`src/rtl/mem_access_unit.sv`:
```
// Memory stage of the 5-stage RISC-V pipeline.
// Handles legality checks, lane steering, the req/ack data-memory port and the MEM/WB register.
module mem_access_unit #(
  parameter int TIMEOUT_CYCLES = 255
) (
  input  logic        clk,
  input  logic        reset,
  input  logic        in_valid,
  input  logic [31:0] in_alu_out,
  input  logic [31:0] in_mem_in_data,
  input  logic [2:0]  in_funct3,
  input  logic        in_mem_read,
  input  logic        in_mem_write,
  input  logic [4:0]  in_rd,
  input  logic        in_mem_to_reg,
  input  logic        in_write_enable,
  output logic        out_stall,
  output logic        out_mem_req,
  output logic        out_mem_we,
  output logic [31:0] out_mem_addr,
  output logic [31:0] out_mem_wdata,
  output logic [3:0]  out_mem_wstrb,
  input  logic        in_mem_ack,
  input  logic [31:0] in_mem_rdata,
  output logic        out_valid,
  output logic [31:0] out_alu_out,
  output logic [31:0] out_load_data,
  output logic [4:0]  out_rd,
  output logic        out_mem_to_reg,
  output logic        out_write_enable,
  output logic [1:0]  out_mem_exception
);

  typedef enum logic {IDLE, BUSY} state_t;

  state_t      state_reg;
  logic [15:0] timeout_count_reg;
  logic [31:0] pend_alu_reg;
  logic [4:0]  pend_rd_reg;
  logic [2:0]  pend_funct3_reg;
  logic        pend_mem_to_reg_reg;
  logic        pend_write_enable_reg;
  logic        pend_load_reg;

  logic        is_mem;
  logic        load_f3_ok;
  logic        store_f3_ok;
  logic        illegal;
  logic        misaligned;
  logic [1:0]  exc_code;
  logic        start_access;
  logic        timeout_hit;
  logic [3:0]  store_wstrb;
  logic [31:0] store_wdata;
  logic [7:0]  sel_byte;
  logic [15:0] sel_half;
  logic [31:0] load_ext;
  logic [7:0]  rdata_byte [4];

  generate
    for (genvar gi = 0; gi < 4; gi++) begin : g_rdata_lane
      assign rdata_byte[gi] = in_mem_rdata[8*gi +: 8];
    end
  endgenerate

  always_comb begin
    is_mem      = in_mem_read | in_mem_write;
    load_f3_ok  = (in_funct3 == 3'b000) || (in_funct3 == 3'b001) || (in_funct3 == 3'b010) ||
                  (in_funct3 == 3'b100) || (in_funct3 == 3'b101);
    store_f3_ok = (in_funct3 == 3'b000) || (in_funct3 == 3'b001) || (in_funct3 == 3'b010);
    illegal     = (in_mem_read && in_mem_write) ||
                  (in_mem_read && !load_f3_ok) ||
                  (in_mem_write && !store_f3_ok);
    misaligned  = ((in_funct3[1:0] == 2'b10) && (in_alu_out[1:0] != 2'b00)) ||
                  ((in_funct3[1:0] == 2'b01) && in_alu_out[0]);
    exc_code    = illegal ? 2'b11 : (misaligned ? 2'b01 : 2'b00);
    start_access = (state_reg == IDLE) && in_valid && is_mem && (exc_code == 2'b00);
    // A timed-out access retires with an exception, so EX/MEM must advance that cycle too.
    timeout_hit = (state_reg == BUSY) && !in_mem_ack &&
                  (timeout_count_reg == 16'(TIMEOUT_CYCLES - 1));
    out_stall   = start_access || ((state_reg == BUSY) && !in_mem_ack && !timeout_hit);
  end

  always_comb begin
    store_wstrb = 4'b1111;
    store_wdata = in_mem_in_data;
    case (in_funct3[1:0])
      2'b00: begin
        store_wstrb = 4'b0001 << in_alu_out[1:0];
        store_wdata = {4{in_mem_in_data[7:0]}};
      end
      2'b01: begin
        store_wstrb = 4'b0011 << {in_alu_out[1], 1'b0};
        store_wdata = {2{in_mem_in_data[15:0]}};
      end
      default: begin
        store_wstrb = 4'b1111;
        store_wdata = in_mem_in_data;
      end
    endcase
  end

  always_comb begin
    sel_byte = rdata_byte[pend_alu_reg[1:0]];
    sel_half = pend_alu_reg[1] ? in_mem_rdata[31:16] : in_mem_rdata[15:0];
    case (pend_funct3_reg)
      3'b000:  load_ext = {{24{sel_byte[7]}}, sel_byte};
      3'b001:  load_ext = {{16{sel_half[15]}}, sel_half};
      3'b100:  load_ext = {24'd0, sel_byte};
      3'b101:  load_ext = {16'd0, sel_half};
      default: load_ext = in_mem_rdata;
    endcase
  end

  always_ff @(posedge clk) begin
    if (!reset) begin
      state_reg             <= IDLE;
      timeout_count_reg     <= 16'd0;
      pend_alu_reg          <= 32'd0;
      pend_rd_reg           <= 5'd0;
      pend_funct3_reg       <= 3'd0;
      pend_mem_to_reg_reg   <= 1'b0;
      pend_write_enable_reg <= 1'b0;
      pend_load_reg         <= 1'b0;
      out_mem_req           <= 1'b0;
      out_mem_we            <= 1'b0;
      out_mem_addr          <= 32'd0;
      out_mem_wdata         <= 32'd0;
      out_mem_wstrb         <= 4'd0;
      out_valid             <= 1'b0;
      out_alu_out           <= 32'd0;
      out_load_data         <= 32'd0;
      out_rd                <= 5'd0;
      out_mem_to_reg        <= 1'b0;
      out_write_enable      <= 1'b0;
      out_mem_exception     <= 2'b00;
    end else begin
      case (state_reg)
        IDLE: begin
          timeout_count_reg <= 16'd0;
          if (start_access) begin
            state_reg             <= BUSY;
            out_mem_req           <= 1'b1;
            out_mem_we            <= in_mem_write;
            out_mem_addr          <= {in_alu_out[31:2], 2'b00};
            out_mem_wdata         <= in_mem_write ? store_wdata : 32'd0;
            out_mem_wstrb         <= in_mem_write ? store_wstrb : 4'd0;
            pend_alu_reg          <= in_alu_out;
            pend_rd_reg           <= in_rd;
            pend_funct3_reg       <= in_funct3;
            pend_mem_to_reg_reg   <= in_mem_to_reg;
            pend_write_enable_reg <= in_write_enable;
            pend_load_reg         <= in_mem_read;
            out_valid             <= 1'b0;
            out_write_enable      <= 1'b0;
            out_mem_exception     <= 2'b00;
          end else if (in_valid) begin
            // Non-memory ops and rejected memory ops pass straight through.
            out_valid         <= 1'b1;
            out_alu_out       <= in_alu_out;
            out_rd            <= in_rd;
            out_mem_to_reg    <= in_mem_to_reg;
            out_load_data     <= 32'd0;
            out_write_enable  <= is_mem ? 1'b0 : in_write_enable;
            out_mem_exception <= is_mem ? exc_code : 2'b00;
          end else begin
            out_valid         <= 1'b0;
            out_write_enable  <= 1'b0;
            out_mem_exception <= 2'b00;
          end
        end
        BUSY: begin
          if (in_mem_ack || timeout_hit) begin
            state_reg         <= IDLE;
            out_mem_req       <= 1'b0;
            timeout_count_reg <= 16'd0;
            out_valid         <= 1'b1;
            out_alu_out       <= pend_alu_reg;
            out_rd            <= pend_rd_reg;
            out_mem_to_reg    <= pend_mem_to_reg_reg;
            out_load_data     <= (in_mem_ack && pend_load_reg) ? load_ext : 32'd0;
            out_write_enable  <= in_mem_ack ? pend_write_enable_reg : 1'b0;
            out_mem_exception <= in_mem_ack ? 2'b00 : 2'b10;
          end else begin
            timeout_count_reg <= timeout_count_reg + 16'd1;
            out_valid         <= 1'b0;
            out_write_enable  <= 1'b0;
            out_mem_exception <= 2'b00;
          end
        end
        default: state_reg <= IDLE;
      endcase
    end
  end

endmodule

```
`config.mk`:
```
export PLATFORM = sky130hd
export DESIGN_NAME = mem_access_unit
export DESIGN_NICKNAME = d
export VERILOG_FILES = /design/src/rtl/mem_access_unit.sv
export SDC_FILE = /design/constraint.sdc
export NUM_CORES = 1
export LEC_CHECK = 0
export CORE_ASPECT_RATIO = 0.75
export CORE_MARGIN = 5
export CORE_UTILIZATION = 45
export DETAILED_ROUTE_END_ITERATION = 8
export PLACE_DENSITY = 0.82
export SYNTH_ARGS = -nofsm -noshare
export SYNTH_HDL_FRONTEND = slang
export SYNTH_SLANG_ARGS = --single-unit
```
`constraint.sdc`:
```
create_clock -name clk -period 2.2 [get_ports clk]
set_clock_uncertainty 0.1 [all_clocks]
set_input_delay 0.44 -clock clk [delete_from_list [all_inputs] [get_ports clk]]
set_output_delay 0.44 -clock clk [all_outputs]
set_load 0.01 [all_outputs]
```
==> impl_metrics.json, run 1 <==
{
  "synth_edf_count": 0,
  "dp_cells": 1472,
  "clock_sinks": 172,
  "viasPerCell": 5.38,
  "final_cell_mix": "clkdlybuf4s50_1 (246), nand2_1 (207), dfxtp_1 (168)",
  "netlist_area_um2": 8380,
  "worstSetupPathType": "flip-flop to output pin",
  "fp.dieArea_um2": 21500,
  "vias": 8104,
  "syn_to_final_growth_pct": 40.1,
  "grt_max_degree": 152,
  "grt_usage_pct": 22.9,
  "syn_avg_cell_area_um2": 8.04,
  "p_leak_nw": 4.42,
  "cts_max_path_buffers": 2,
  "worstSkewPairLatency_ps": 420,
  "synth_seq_area_share_pct": 41.1,
  "wire_per_inst_um": 17.0,
  "row_count": 43,
  "worst_pin_slew_ps": 734,
  "ir_drop_mv": 0.545,
  "crit_fanout": 3,
  "drcViolationCount": 0,
  "die_h_um": 128,
  "yosys_warnings": 0,
  "ys_ff_latch": 172,
  "timing.final.max_slew_violations": 0,
  "instances_no_fill": 1506,
  "outcome": "complete, no violations",
  "firstDrtPassIters": 5,
  "async_reset_ff_share_pct": 0,
  "drt-initial-drc-count": 672,
  "cts-root-buf": "clkbuf_16",
  "cp-end-kind": "output pin",
  "start_kind": "flip-flop",
  "numCtsBuffers": 17,
  "grt-ovfl-total": 0,
  "ys.flop_type": "dfxtp_1",
  "layout_commonest_cell": "clkdlybuf4s50_1",
  "htreeDepth": 4,
  "io_pins": 257,
  "fin_crit_sh_pct": 98.8,
  "relSlewSlack_pct": 50.9,
  "max_freq_mhz": 460,
  "totalWireLength_mm": 25.6,
  "grt_pass1_wl_mm": 40.3,
  "syn_inst": 1042,
  "fin_util_pct": 63.8,
  "final_nets": 1359,
  "drv_cap": 0,
  "dp_hpwl_mm": 17.6,
  "timing.hold.ws_ps": 269,
  "power-per-cell-area_nw_per_um2": 696,
  "cp_data_arrival_time_ps": 1630,
  "synthDistinctLibCells": 47,
  "floorplan.die.width_um": 168,
  "period_needed_ps": 2170,
  "setup_violations": 0,
  "gp_congestion": 0.890,
  "ant_nets": 0,
  "core_um2": 18400,
  "clk_pin_slew_ps": 70,
  "r2r_cells": 8,
  "antenna_found_initial": 0,
  "grt_pass1_vias": 7756,
  "port_buffers": 254,
  "holdPathStages": 3,
  "start_util_pct": 45.6,
  "hold_path.class": "input port to flip-flop",
  "num-fill-cells": 1555,
  "hold_violations": 0,
  "drive_above_1_share_pct": 9.46,
  "cts_tree": "yes",
  "worstPathRequired_ps": 1660
}
==> cells by family after synthesis <==
kind of cell               share of synthesized area [%]
AOI/OAI and AO/OA                                   21.0
xor gates and xnor gates                            1.46
adders and majority gates                          0.299
buffers and inverters                               8.24
DFF                                                 41.1
muxes                                               4.58
other                                             0.0447
and+or+nand+nor                                     23.3
==> area by class of cell <==
class / count / area (um2) / share of cell area, %
inverters: 10 / 37.5 / 0.320
flip-flops and latches: 172 / 3450 / 29.4
repair buffers: 304 / 3020 / 25.7
diodes: 1 / 2.50 / 0.0213
clock buffers: 18 / 439 / 3.74
well taps: 247 / 309 / 2.63
clock inverters: 14 / 194 / 1.65
multi-input cells: 740 / 4290 / 36.6
==> synth_stat cells, drive strengths merged (11+ instances only) <==
master / instances / area, um2
xor2: 11 / 96.3
a21oi: 43 / 215
a32o: 38 / 380
nor2: 83 / 312
nand3: 81 / 410
o22ai: 16 / 100
nor2b: 40 / 250
o21ai: 36 / 180
nand2: 208 / 781
buf: 64 / 439
mux2: 16 / 180
dfxtp: 172 / 3440
a21boi: 80 / 601
clkbuf: 57 / 214
mux2i: 20 / 204
==> where the power goes <==
part	switching [mW]	total, mW	internal, mW	leakage [nW]
clock	1.36	3.23	1.87	0.313
sequential	0.101	3.39	3.28	1.40
combinational	0.742	1.55	0.806	2.71
==> metrics by stage <==
step / power (mW) / area, um2 / worst slack, ps / setup TNS (ps)
floorplan: 4.25 / 8390 / 143 / 0
global placement: 4.96 / 11100 / -516 / -45470
detailed placement: 5.00 / 11100 / -512 / -48130
CTS: 8.24 / 11700 / 11.7 / 0
global route: 8.52 / 11700 / -50.9 / -162
finish: 8.17 / 11700 / 26.8 / 0
==> path summary, 6_finish.rpt <==
| path | end | from | slack, ps |
|---|---|---|---|
| max reg2reg | out_alu_out[28]$_SDFFE_PN0P_ | timeout_count_reg[14]$_SDFF_PP0_ | 70 |
| min | out_mem_exception[0]$_SDFF_PP0_ | reset | 270 |
| max | out_stall | timeout_count_reg[14]$_SDFF_PP0_ | 30 |
| min reg2reg | out_mem_wstrb[1]$_SDFFE_PN0P_ | out_mem_wstrb[1]$_SDFFE_PN0P_ | 350 |
==> per-layer routing <==
metal	global-route usage, %	up-vias	wire, um
met5	0	-	0
met4	7.30	0	567
met3	8.35	33	2480
met2	36.7	298	11600
met1	28.9	3811	10900
li1	-	3962	-
==> critical path: stages, from the launching register on <==
cell	delay [ps]
dfxtp_2	340
nor4_2	310
nand4_1	220
nand3_2	150
nand2_2	70
buf_6	130
==> timing repair <==
action	4_1_cts	5_1_grt
setup endpoints to repair	1	1
gates resized for setup	15	7
pin swaps	3	4
hold buffers	0	0
buffers inserted	1	0
No activity file was read; power rests on OpenSTA's default activity.
==> inputs of run 2 (changes only) <==
--- a/constraint.sdc
+++ b/constraint.sdc
@@ -4,2 +4,2 @@
 set_output_delay 0.44 -clock clk [all_outputs]
-set_load 0.01 [all_outputs]
+set_load 0.02 [all_outputs]
==> run 2 against run 1 <==
  * Total power shrank 2.7%
  * Fmax rose by 0.65%
  * Sequential power is essentially flat
  * Register-to-register slack better by 40 ps
  * Hold slack gained 32 ps
  * Clock power shrank 10%
  * Flip-flop and latch count did not move
  * Worst setup slack gained 14 ps
  * Critical path depth is 2 higher
  * Routed wire length up 0.58%
  * Count of clock-buffer cells in the layout up 4
  * Critical path type unchanged
  * Critical endpoint unchanged
  * Largest power group unchanged
==> impl_metrics.json, run 2 (same netlist as run 1, synthesis figures left out) <==
{
  "outcome": "complete, no violations",
  "grt_pass1_vias": 8032,
  "gp_congestion": 0.881,
  "numCtsBuffers": 17,
  "timing.final.max_slew_violations": 0,
  "ant_nets": 0,
  "htreeDepth": 4,
  "start_util_pct": 45.6,
  "drv_cap": 0,
  "p_leak_nw": 4.36,
  "total_power_mw": 7.94,
  "layout_commonest_cell": "clkdlybuf4s50_1",
  "grt-ovfl-total": 0,
  "hold_buffers": 0,
  "max_freq_mhz": 463,
  "start_kind": "flip-flop",
  "globalRouteMet3Util_pct": 9.12,
  "cts_tree": "yes",
  "relSlewSlack_pct": 52.9,
  "rr_startpoint": "timeout_count_reg[0]$_SDFF_PP0_",
  "cp-end-kind": "output pin",
  "drt-initial-drc-count": 757,
  "antenna_found_initial": 1,
  "r2r_cells": 10,
  "fp.dieArea_um2": 21500,
  "port_buffers": 254,
  "setup_violations": 0,
  "floorplan.die.width_um": 168,
  "min_from": "reset",
  "io_pins": 257,
  "wire_per_inst_um": 17.1,
  "grt_usage_pct": 23.2,
  "drive_above_1_share_pct": 8.54,
  "fin_crit_sh_pct": 98.1,
  "hold-path-endpoint": "out_mem_exception[0]$_SDFF_PP0_",
  "met2_usage_pct": 38.8,
  "core_um2": 18400,
  "timing.hold.ws_ps": 301,
  "dp_hpwl_mm": 17.9,
  "grt_pass1_wl_mm": 40.9,
  "worstSetupPathType": "flip-flop to output pin",
  "die_h_um": 128,
  "viasPerCell": 5.47,
  "hold_violations": 0,
  "crit_fanout": 2,
  "worst_pin_slew_ps": 704,
  "cts-root-buf": "clkbuf_16",
  "holdPathStages": 3,
  "syn_to_final_growth_pct": 38.6,
  "final_cell_mix": "clkdlybuf4s50_1 (246), nand2_1 (207), dfxtp_1 (170)",
  "worstPathRequired_ps": 1660,
  "worstSkewPairLatency_ps": 430,
  "cp_data_arrival_time_ps": 1620,
  "hold_path.class": "input port to flip-flop",
  "clock_sinks": 172,
  "drcViolationCount": 0,
  "period_needed_ps": 2160,
  "firstDrtPassIters": 5,
  "regToRegEndpoint": "out_alu_out[26]$_SDFFE_PN0P_",
  "rsz0062_at_grt": "yes",
  "antenna_cells": 0,
  "grt_max_degree": 133,
  "vias": 8208,
  "ir_drop_mv": 0.409,
  "power-per-cell-area_nw_per_um2": 684,
  "grtUsageMet1_pct": 28.7,
  "clk_pin_slew_ps": 60,
  "reg2reg_slack_ps": 110,
  "cts_max_path_buffers": 2,
  "final_nets": 1356,
  "totalWireLength_mm": 25.7,
  "grt_most_used_layer": "met2",
  "row_count": 43
}
run 2: cell types whose count changed in the layout (fill, tap and decap cells not counted), moves of 2 or more:
cell and change:
inv_6 -5, buf_4 -4, inv_8 -3, buf_6 +2, bufinv_16 -2, clkbuf_1 +2, clkbuf_8 +2, clkinv_4 +2
dfxtp_1 +2, dfxtp_2 -2
run 2: area by class of cell:
type	count	area (um2)
multi-input cells	740	4270
repair buffers	301	2990
fillers	1608	6780
flip-flops and latches	172	3450
clock buffers	22	474
inverters	10	37.5
well taps	247	309
clock inverters	8	86.3
run 2: what timing repair did:
| action | in CTS | in global routing |
|---|---|---|
| setup endpoints to repair | 115 | 30 |
| setup buffers | 1 | 1 |
| gates resized for setup | 15 | 3 |
| hold endpoints to repair | 0 | 0 |
| pin swaps | 1 | 3 |
run 2: worst max-delay path by stage:
stage | to | cells after the start | slack, ps | from
floorplan | out_stall | 7 | 90 | in_funct3[1]
global placement | out_stall | 6 | -590 | in_funct3[1]
detailed placement | out_stall | 6 | -620 | in_funct3[1]
CTS | out_stall | 7 | 20 | timeout_count_reg[0]$_SDFF_PP0_
global route | out_stall | 7 | -50 | timeout_count_reg[0]$_SDFF_PP0_
finish | out_stall | 7 | 40 | timeout_count_reg[0]$_SDFF_PP0_
run 2: stage by stage:
step / instance area (um2) / std cells / util (%) / TNS (ps) / setup slack (ps)
floorplan: 8390 / 1043 / - / 0 / 92.0
global placement: 11000 / 1468 / 59.9 / -66340 / -588
detailed placement: 11000 / 1468 / 59.9 / -74760 / -615
CTS: 11600 / 1499 / 63.0 / 0 / 15.6
global route: 11600 / 1500 / 63.1 / -47.3 / -47.3
finish: 11600 / 1500 / 63.1 / 0 / 40.9
run 2: routing by layer:
| metal | vias up | part of all wire (%) | routed length (um) |
|---|---|---|---|
| met5 | - | 0.058 | 15 |
| met4 | 2 | 1.2 | 296 |
| met3 | 30 | 9.5 | 2440 |
| met2 | 307 | 46 | 11900 |
| met1 | 3905 | 43 | 11100 |
| li1 | 3964 | - | - |
run 2: report_power, final:
part	switching (mW)	internal, mW	total (mW)
registers	0.103	3.29	3.39
clock network	1.25	1.65	2.90
logic	0.858	0.798	1.66
run 2: critical path, stage by stage (launching register included):
cell and delay, ps:
dfxtp_2 320, inv_1 40, ha_1 190, and4b_1 180
nand4_1 130, nand3_2 120, nand2_2 90, buf_6 130
==> inputs of run 3 (changes only) <==
Settings changed: RECOVER_POWER set to 100.
==> run 3 against run 2 <==
  * Routed wire length hardly changed
  * Core utilization about the same
  * Die area is the same
  * Global-route usage unchanged
  * Fmax is essentially flat
  * Register-to-register slack barely moved
  * Worst setup slack about the same
  * Clock power about the same
  * Non-clock buffer count unchanged
  * Critical endpoint unchanged
  * Flip-flop and latch count is the same
==> impl_metrics.json, run 3 (same netlist as run 1, synthesis figures left out) <==
{
  "outcome": "complete, no violations",
  "firstDrtPassIters": 5,
  "worst_pin_slew_ps": 760,
  "drv_cap": 0,
  "relSlewSlack_pct": 49.1,
  "hold_violations": 0,
  "worstSkewPairLatency_ps": 430,
  "grt_pass1_wl_mm": 40.9,
  "max_freq_mhz": 463,
  "fin_util_pct": 63.1,
  "start_util_pct": 45.6,
  "floorplan.die.width_um": 168,
  "drcViolationCount": 0,
  "worstPathRequired_ps": 1660,
  "instances_no_fill": 1500,
  "port_buffers": 254,
  "cts_max_path_buffers": 2,
  "grt-ovfl-total": 0,
  "rsz0062_at_grt": "yes",
  "grt_max_degree": 133,
  "io_pins": 257,
  "fp.dieArea_um2": 21500,
  "antenna_found_initial": 1,
  "hold_path.class": "input port to flip-flop",
  "p_leak_nw": 4.36,
  "ir_drop_mv": 0.409,
  "gp_congestion": 0.881,
  "fin_crit_sh_pct": 98.1,
  "dp_hpwl_mm": 17.9,
  "wire_per_inst_um": 17.2,
  "antenna_cells": 0,
  "cp-end-kind": "output pin",
  "drive_above_1_share_pct": 8.46,
  "syn_to_final_growth_pct": 38.5,
  "clk_pin_slew_ps": 60,
  "cts_tree": "yes",
  "drt-initial-drc-count": 757,
  "num-fill-cells": 1610,
  "crit_fanout": 2,
  "totalWireLength_mm": 25.7,
  "register_area_um2": 3450,
  "core_um2": 18400,
  "final_cell_mix": "clkdlybuf4s50_1 (246), nand2_1 (207), dfxtp_1 (170)",
  "start_kind": "flip-flop",
  "htreeDepth": 4,
  "viasPerCell": 5.47,
  "cts-root-buf": "clkbuf_16",
  "die_h_um": 128,
  "grt_usage_pct": 23.2,
  "numCtsBuffers": 17,
  "ant_nets": 0,
  "multi_input_area_um2": 4270,
  "setup_violations": 0,
  "dp_slack_ps": -615,
  "hold_buffers": 0,
  "clock_sinks": 172,
  "dp_cells": 1468,
  "row_count": 43,
  "layout_commonest_cell": "clkdlybuf4s50_1",
  "power-per-cell-area_nw_per_um2": 684,
  "setup_ws_ps": 41.3,
  "grt_pass1_vias": 8032,
  "timing.final.max_slew_violations": 0,
  "final_nets": 1356,
  "worstSetupPathType": "flip-flop to output pin",
  "vias": 8202,
  "period_needed_ps": 2160,
  "cp_data_arrival_time_ps": 1620
}
[run 3: cell type report]
class / count / area share [%]
multi-input cells: 740 / 36.8
flip-flops and latches: 172 / 29.7
repair buffers: 301 / 25.7
clock buffers: 22 / 4.08
well taps: 247 / 2.66
clock inverters: 8 / 0.743
inverters: 10 / 0.323
[run 3: per-layer routing]
metal  share of wire (%)  global-route usage, %  vias to the layer above
met5               0.058                      0                        -
met4                 1.2                   4.91                        2
met3                 9.5                   9.12                       30
met2                  46                   38.8                      307
met1                  43                   28.7                     3899
li1                    -                      -                     3964
[run 3: timing repair]
item	4_1_cts	5_1_grt
setup buffers	1	1
pin swaps	1	3
setup endpoints to repair	115	30
gates resized for setup	15	3
[run 3: power breakdown]
group          switching (mW)  total (mW)  internal, mW
registers               0.103        3.39          3.29
clock network            1.25        2.90          1.65
logic                   0.858        1.65         0.796
total                    2.21        7.94          5.73
[run 3: final timing paths]
check,depth (start not counted),to,startpoint,slack [ps]
worst max register to register,10,out_alu_out[26]$_SDFFE_PN0P_,timeout_count_reg[0]$_SDFF_PP0_,110
worst min register to register,2,out_load_data[6]$_SDFFE_PN0P_,out_load_data[6]$_SDFFE_PN0P_,350
worst max-delay path,7,out_stall,timeout_count_reg[0]$_SDFF_PP0_,40
worst min-delay path,3,out_mem_exception[0]$_SDFF_PP0_,reset,300
[run 3: critical path, cell delays in order (launching register included)]
cell and delay [ps]:
dfxtp_2 320, inv_1 40, ha_1 190, and4b_1 180, nand4_1 130, nand3_2 120
nand2_2 90, buf_6 130
[run 3: per-stage QoR]
| step | total power [mW] | hold slack [ps] | setup TNS, ps | cell area [um2] |
|---|---|---|---|---|
| finish | 7.94 | 302 | 0 | 11600 |
| floorplan | 4.37 | 335 | 0 | 8390 |
| CTS | 7.98 | 287 | 0 | 11600 |
| detailed placement | 5.11 | 343 | -74760 | 11000 |
| global route | 8.27 | 308 | -47.3 | 11600 |
| global placement | 5.07 | 337 | -66340 | 11000 |
